File: config.mk
export PLATFORM = sky130hd
export DESIGN_NAME = unified_mem_responder_flat
export DESIGN_NICKNAME = d
export VERILOG_FILES = /design/src/rtl/unified_mem_responder_if.sv /design/src/rtl/unified_mem_responder.sv /design/src/flat_wrapper.sv
export SDC_FILE = /design/constraint.sdc
export NUM_CORES = 2
export LEC_CHECK = 0
export ABC_CLOCK_PERIOD_IN_PS = 8500
export CORE_MARGIN = 5
export CORE_UTILIZATION = 55
export CTS_BUF_LIST = sky130_fd_sc_hd__clkbuf_8
export DETAILED_ROUTE_END_ITERATION = 6
export PLACE_DENSITY = 0.71
export SLEW_MARGIN = 20
export SYNTH_ARGS = -nofsm -noshare
export SYNTH_HDL_FRONTEND = slang
export SYNTH_SLANG_ARGS = --single-unit
File: constraint.sdc
create_clock -name clk -period 8.5 [get_ports clk]
set_input_delay 1.275 -clock clk [delete_from_list [all_inputs] [get_ports clk]]
set_output_delay 1.275 -clock clk [all_outputs]
set_load 0.005 [all_outputs]
File: src/rtl/unified_mem_responder_if.sv
// Request/response bundle between the RV32 core's fetch and load/store ports and
// the unified memory responder.
interface unified_mem_responder_if #(
    parameter int unsigned ADDR_W = 8
) ();
    logic              if_req;
    logic [ADDR_W-1:0] if_addr;
    logic              if_ready;
    logic [31:0]       if_rdata;

    logic              d_req;
    logic              d_we;
    logic [ADDR_W-1:0] d_addr;
    logic [31:0]       d_wdata;
    logic [2:0]        d_func3;
    logic              d_ready;
    logic [31:0]       d_rdata;
    logic              d_err;

    modport master (
        output if_req, if_addr,
        input  if_ready, if_rdata,
        output d_req, d_we, d_addr, d_wdata, d_func3,
        input  d_ready, d_rdata, d_err
    );

    modport slave (
        input  if_req, if_addr,
        output if_ready, if_rdata,
        input  d_req, d_we, d_addr, d_wdata, d_func3,
        output d_ready, d_rdata, d_err
    );
endinterface

File: src/rtl/unified_mem_responder.sv
// Single-port little-endian word array shared by instruction fetch and data access,
// serving one request at a time with RV32 load/store width and sign handling.
module unified_mem_responder #(
    parameter int unsigned ADDR_W    = 8,
    parameter int unsigned READ_WAIT = 1
) (
    input logic                     clk,
    input logic                     rst,
    unified_mem_responder_if.slave  bus
);
    localparam int unsigned WORDS = 2 ** (ADDR_W - 2);

    typedef enum logic [1:0] {StIdle, StBusy, StResp} state_e;

    state_e            r_state;
    state_e            w_state_next;
    logic [3:0]        r_cnt;
    logic [3:0]        w_cnt_next;

    // Latched copy of the captured request.
    logic              r_is_data;
    logic              r_we;
    logic [ADDR_W-1:0] r_addr;
    logic [31:0]       r_wdata;
    logic [2:0]        r_func3;

    logic              r_if_ready;
    logic [31:0]       r_if_rdata;
    logic              r_d_ready;
    logic [31:0]       r_d_rdata;
    logic              r_d_err;

    logic              w_if_ready_next;
    logic [31:0]       w_if_rdata_next;
    logic              w_d_ready_next;
    logic [31:0]       w_d_rdata_next;
    logic              w_d_err_next;

    logic              w_capture;
    logic              w_cap_data;
    logic              w_mem_we;

    logic [31:0]       r_mem [WORDS];

    logic [31:0]       w_word;
    logic [31:0]       w_shift;
    logic [15:0]       w_half;
    logic              w_err;
    logic [31:0]       w_load;
    logic [31:0]       w_wr_word;

    // Access decode for the latched request.
    always_comb begin
        w_word    = r_mem[r_addr[ADDR_W-1:2]];
        w_shift   = w_word >> {r_addr[1:0], 3'b000};
        w_half    = r_addr[1] ? w_word[31:16] : w_word[15:0];
        w_err     = 1'b0;
        w_load    = 32'h0;
        w_wr_word = w_word;
        if (r_we) begin
            unique case (r_func3)
                3'b000: w_wr_word[{r_addr[1:0], 3'b000} +: 8] = r_wdata[7:0];
                3'b001: begin
                    w_err = r_addr[0];
                    w_wr_word[{r_addr[1], 4'b0000} +: 16] = r_wdata[15:0];
                end
                3'b010: begin
                    w_err     = (r_addr[1:0] != 2'b00);
                    w_wr_word = r_wdata;
                end
                default: w_err = 1'b1;
            endcase
        end else begin
            unique case (r_func3)
                3'b000: w_load = {{24{w_shift[7]}}, w_shift[7:0]};
                3'b100: w_load = {24'h0, w_shift[7:0]};
                3'b001: begin
                    w_err  = r_addr[0];
                    w_load = {{16{w_half[15]}}, w_half};
                end
                3'b101: begin
                    w_err  = r_addr[0];
                    w_load = {16'h0, w_half};
                end
                3'b010: begin
                    w_err  = (r_addr[1:0] != 2'b00);
                    w_load = w_word;
                end
                default: w_err = 1'b1;
            endcase
        end
    end

    always_comb begin
        w_state_next    = r_state;
        w_cnt_next      = r_cnt;
        w_capture       = 1'b0;
        w_cap_data      = 1'b0;
        w_mem_we        = 1'b0;
        w_if_ready_next = 1'b0;
        w_if_rdata_next = 32'h0;
        w_d_ready_next  = 1'b0;
        w_d_rdata_next  = 32'h0;
        w_d_err_next    = 1'b0;
        unique case (r_state)
            StIdle: begin
                // Data wins a tie: it belongs to the older instruction in the pipe.
                if (bus.d_req) begin
                    w_capture    = 1'b1;
                    w_cap_data   = 1'b1;
                    w_cnt_next   = 4'(READ_WAIT);
                    w_state_next = StBusy;
                end else if (bus.if_req) begin
                    w_capture    = 1'b1;
                    w_cnt_next   = 4'(READ_WAIT);
                    w_state_next = StBusy;
                end
            end
            StBusy: begin
                if (r_cnt != 4'd0) begin
                    w_cnt_next = r_cnt - 4'd1;
                end else begin
                    w_state_next = StResp;
                    if (r_is_data) begin
                        w_d_ready_next = 1'b1;
                        w_d_err_next   = w_err;
                        w_d_rdata_next = (w_err || r_we) ? 32'h0 : w_load;
                        w_mem_we       = r_we && !w_err;
                    end else begin
                        w_if_ready_next = 1'b1;
                        w_if_rdata_next = w_word;
                    end
                end
            end
            StResp: w_state_next = StIdle;
            default: w_state_next = StIdle;
        endcase
    end

    always_ff @(posedge clk) begin
        if (rst) begin
            r_state    <= StIdle;
            r_cnt      <= 4'd0;
            r_if_ready <= 1'b0;
            r_if_rdata <= 32'h0;
            r_d_ready  <= 1'b0;
            r_d_rdata  <= 32'h0;
            r_d_err    <= 1'b0;
        end else begin
            r_state    <= w_state_next;
            r_cnt      <= w_cnt_next;
            r_if_ready <= w_if_ready_next;
            r_if_rdata <= w_if_rdata_next;
            r_d_ready  <= w_d_ready_next;
            r_d_rdata  <= w_d_rdata_next;
            r_d_err    <= w_d_err_next;
        end
    end

    always_ff @(posedge clk) begin
        if (w_capture) begin
            r_is_data <= w_cap_data;
            r_we      <= w_cap_data && bus.d_we;
            r_addr    <= w_cap_data ? bus.d_addr : bus.if_addr;
            r_wdata   <= bus.d_wdata;
            r_func3   <= bus.d_func3;
        end
    end

    // Reset aborts a store that would otherwise commit on this edge.
    always_ff @(posedge clk) begin
        if (!rst && w_mem_we) begin
            r_mem[r_addr[ADDR_W-1:2]] <= w_wr_word;
        end
    end

    assign bus.if_ready = r_if_ready;
    assign bus.if_rdata = r_if_rdata;
    assign bus.d_ready  = r_d_ready;
    assign bus.d_rdata  = r_d_rdata;
    assign bus.d_err    = r_d_err;
endmodule

File: src/flat_wrapper.sv
// flat-port wrapper written by rule: the top's interface ports become plain ports
module unified_mem_responder_flat 
#(
    parameter int unsigned ADDR_W    = 8,
    parameter int unsigned READ_WAIT = 1
)
  (clk, rst, bus_if_req, bus_if_addr, bus_if_ready, bus_if_rdata, bus_d_req, bus_d_we, bus_d_addr, bus_d_wdata, bus_d_func3, bus_d_ready, bus_d_rdata, bus_d_err);
  unified_mem_responder_if #(.ADDR_W(ADDR_W)) bus_i ();
  input logic clk;
  input logic rst;
  input wire logic [$bits(bus_i.if_req)-1:0] bus_if_req;
  input wire logic [$bits(bus_i.if_addr)-1:0] bus_if_addr;
  output wire logic [$bits(bus_i.if_ready)-1:0] bus_if_ready;
  output wire logic [$bits(bus_i.if_rdata)-1:0] bus_if_rdata;
  input wire logic [$bits(bus_i.d_req)-1:0] bus_d_req;
  input wire logic [$bits(bus_i.d_we)-1:0] bus_d_we;
  input wire logic [$bits(bus_i.d_addr)-1:0] bus_d_addr;
  input wire logic [$bits(bus_i.d_wdata)-1:0] bus_d_wdata;
  input wire logic [$bits(bus_i.d_func3)-1:0] bus_d_func3;
  output wire logic [$bits(bus_i.d_ready)-1:0] bus_d_ready;
  output wire logic [$bits(bus_i.d_rdata)-1:0] bus_d_rdata;
  output wire logic [$bits(bus_i.d_err)-1:0] bus_d_err;
  assign bus_i.if_req = bus_if_req;
  assign bus_i.if_addr = bus_if_addr;
  assign bus_if_ready = bus_i.if_ready;
  assign bus_if_rdata = bus_i.if_rdata;
  assign bus_i.d_req = bus_d_req;
  assign bus_i.d_we = bus_d_we;
  assign bus_i.d_addr = bus_d_addr;
  assign bus_i.d_wdata = bus_d_wdata;
  assign bus_i.d_func3 = bus_d_func3;
  assign bus_d_ready = bus_i.d_ready;
  assign bus_d_rdata = bus_i.d_rdata;
  assign bus_d_err = bus_i.d_err;
  unified_mem_responder #(.ADDR_W(ADDR_W), .READ_WAIT(READ_WAIT)) u_core (.clk(clk), .rst(rst), .bus(bus_i));
endmodule
==> qor.yml <==
status: "finished clean"
nets: 4237
cp-end-kind: "flip-flop"
antenna_found_initial: 7
overflow: 0
period_needed_ns: 5.29
drt_iter0_markers: 6166
synth_top_family_by_area: "multiplexers"
final_core_util: 0.625
synth_adder_area_share: 0.00104
vias: 42400
cp-start-kind: "flip-flop"
avgSynthCellArea_um2: 22.3
critPathMaxStageDelay_ns: 0.90
post_cts_resized: 0
max-slew-margin-rel: 0.163
fp.dieArea_um2: 160000
n_fill_cell: 10100
finalMaxSlewViolations: 0
drc_errors: 0
critical_path_required_ns: 9.25
port_buffers: 122
vdd.ir_drop.worst_mv: 0.267
worstSetupPathType: "flip-flop to flip-flop"
fin_setup_tns_ns: 0
crit_path_cell_trace: "buf_4, buf_4, mux4_2, mux2i_1, a32oi_1, o21ai_0, mux2i_1, a22o_2, buf_4"
finish.instance_area_um2: 94800
max_clock_freq_mhz: 189
wire_per_inst_um: 33.8
ys_types: 75
ys_ff_latch: 2172
cts_root_buf: "clkbuf_8"
path_delay_family: "compound AO/OA/AOI/OAI gates"
place_congestion: 0.988
drv_cap: 0
arrival_ns: 6.03
synth-simple-area-share: 0.0201
worstHoldPathType: "flip-flop to flip-flop"
synth_mux_area_frac: 0.166
synth_area_leaders: "edfxtp_1 75%, mux4_2 15%, dfxtp_1 1.9%"
place_area_um2: 88800
area_growth_pct: 13.1
synth-edff-count: 2093
synth.net_count: 3822
dieHeight_um: 400
cts_tree: "built"
fp-row-count: 143
leakage_nw: 30.0
synth.yosys.seq_area_share: 0.769
grt_max_degree: 107
synth_top_cell_by_area: "edfxtp_1"
numCtsBuffers: 340
grt_pass1_wl_um: 310000
io-pin-count: 123
rsz0062_at_grt: "no"
synthFlopType: "edfxtp_1"
cts-hold-fix-buffers: 0
synth.most_common_cell: "edfxtp_1"
finalCritPeriodShare: 0.622
grt_pass1_vias: 41800
power_density_nw_per_um2: 297
drive_above_1_share: 0.287
drtAntennaViolNets: 0
numClockSinks: 2172
die_w_um: 400
fin_total_pwr_mw: 28.2
synth_top_area_share: 0.750
path_clk_slew_ns: 0.07
finalClockSkew_ns: 0.0709
core_area_um2: 152000
synth_area_um2: 83800
wl_um: 218000
cp_common_cell: "buf_4"
critical_path.n_buffers_inverters: 3
synth-compound-area-share: 0.0289
synthCells: 3759
cp_slowest_cell: "dfxtp_4"
synth-async-reset-ratio: 0
worst_pin_slew_ns: 1.25
clk_latency_ns: 1.04
holdWs_ns: 0.513
synthTopCellsByCount: "2093 x edfxtp_1, 553 x mux4_2, 135 x nor2_1"
cts_buffer_depth: 4
initial_core_util: 0.552
ys_warn_count: 0
grt_use_total: 0.271
hold_violations: 0
finalSetupViolCount: 0
drt_pass1_iterations: 6
avgViaCountPerCell: 6.57
htree_levels: 5
cp_max_fo: 44
postCtsSetupRepairBufs: 0
hpwlAfterDp_um: 129000
synth_xor_area_frac: 0.000209
worst paths after layout:
path                                          to  slack (ns)                           start  cells past startpoint
setup / recovery   u_core.r_mem[18][6]$_DFFE_PP_        3.21                       flip-flop                      9
hold / removal    u_core.r_state[1]$_SDFFE_PP0P_        0.51  u_core.r_state[0]$_SDFFE_PP0P_                      2
setup reg to reg   u_core.r_mem[18][6]$_DFFE_PP_        3.21                       flip-flop                      9
hold reg to reg   u_core.r_state[1]$_SDFFE_PP0P_        0.51  u_core.r_state[0]$_SDFFE_PP0P_                      2
report_power, final:
part	switching (mW)	total [mW]	internal [mW]
clock	3.86	7.79	3.92
combinational	4.60	6.52	1.93
sequential	0.174	13.9	13.7
total	8.63	28.2	19.5
layout by cell type (no fill, tap or decap), drive strengths merged, types with 41 or more instances in the layout:
cell / count
nor2: 135
mux2i: 80
clkinv: 131
edfxtp: 2093
clkbuf: 350
mux4: 570
buf: 155
clkdlybuf4s50: 122
a22oi: 45
a21oi: 41
nand2: 108
dfxtp: 79
inv: 116
o21ai: 50
logic make-up after synthesis:
| kind of cell | Yosys count |
|---|---|
| compound gates | 315 |
| xor+xnor | 2 |
| fa+ha+maj | 7 |
| buf+inv | 227 |
| flops | 2172 |
| mux | 666 |
| simple gates | 370 |
worst min-delay path, stage by stage, from the launching register on:
cell and delay, ns:
dfxtp_1 0.33, nand2b_1 0.08, nor3_1 0.06
flip-flops by register name, indices dropped and copies added, names as in the netlist, 2 cells and up, named ones only:
register / cells
u_core.bus.d_rdata: 32
u_core.bus.if_rdata: 32
u_core.r_addr: 8
u_core.r_cnt: 4
u_core.r_func3: 3
u_core.r_mem: 2048
u_core.r_state: 2
u_core.r_wdata: 32
per-layer routing:
layer	vias to the layer above	GRT usage	part of all wire
li1	16900	-	-
met1	22200	0.393	0.38
met2	2883	0.398	0.45
met3	429	0.0720	0.12
met4	2	0.111	0.044
met5	-	0	0.000060
metrics by stage:
stage / worst slack, ns / cells
after floorplan: 1.18 / 3759
after global placement: 3.27 / 5839
after detailed placement: 3.28 / 5858
after CTS: 3.27 / 6445
after global routing: 2.97 / 6450
final: 3.21 / 6452
layout make-up:
cell class,instances,area [um^2],share of cell area
flip-flops and latches,2172,64400,0.680
multi-input cells,1360,18900,0.200
clock buffers,350,4820,0.0508
repair buffers,277,2890,0.0305
well taps,2030,2540,0.0268
clock inverters,237,1080,0.0114
inverters,23,93.8,0.000990
diodes,3,7.51,0.0000792
No activity file was read; power rests on OpenSTA's default activity.
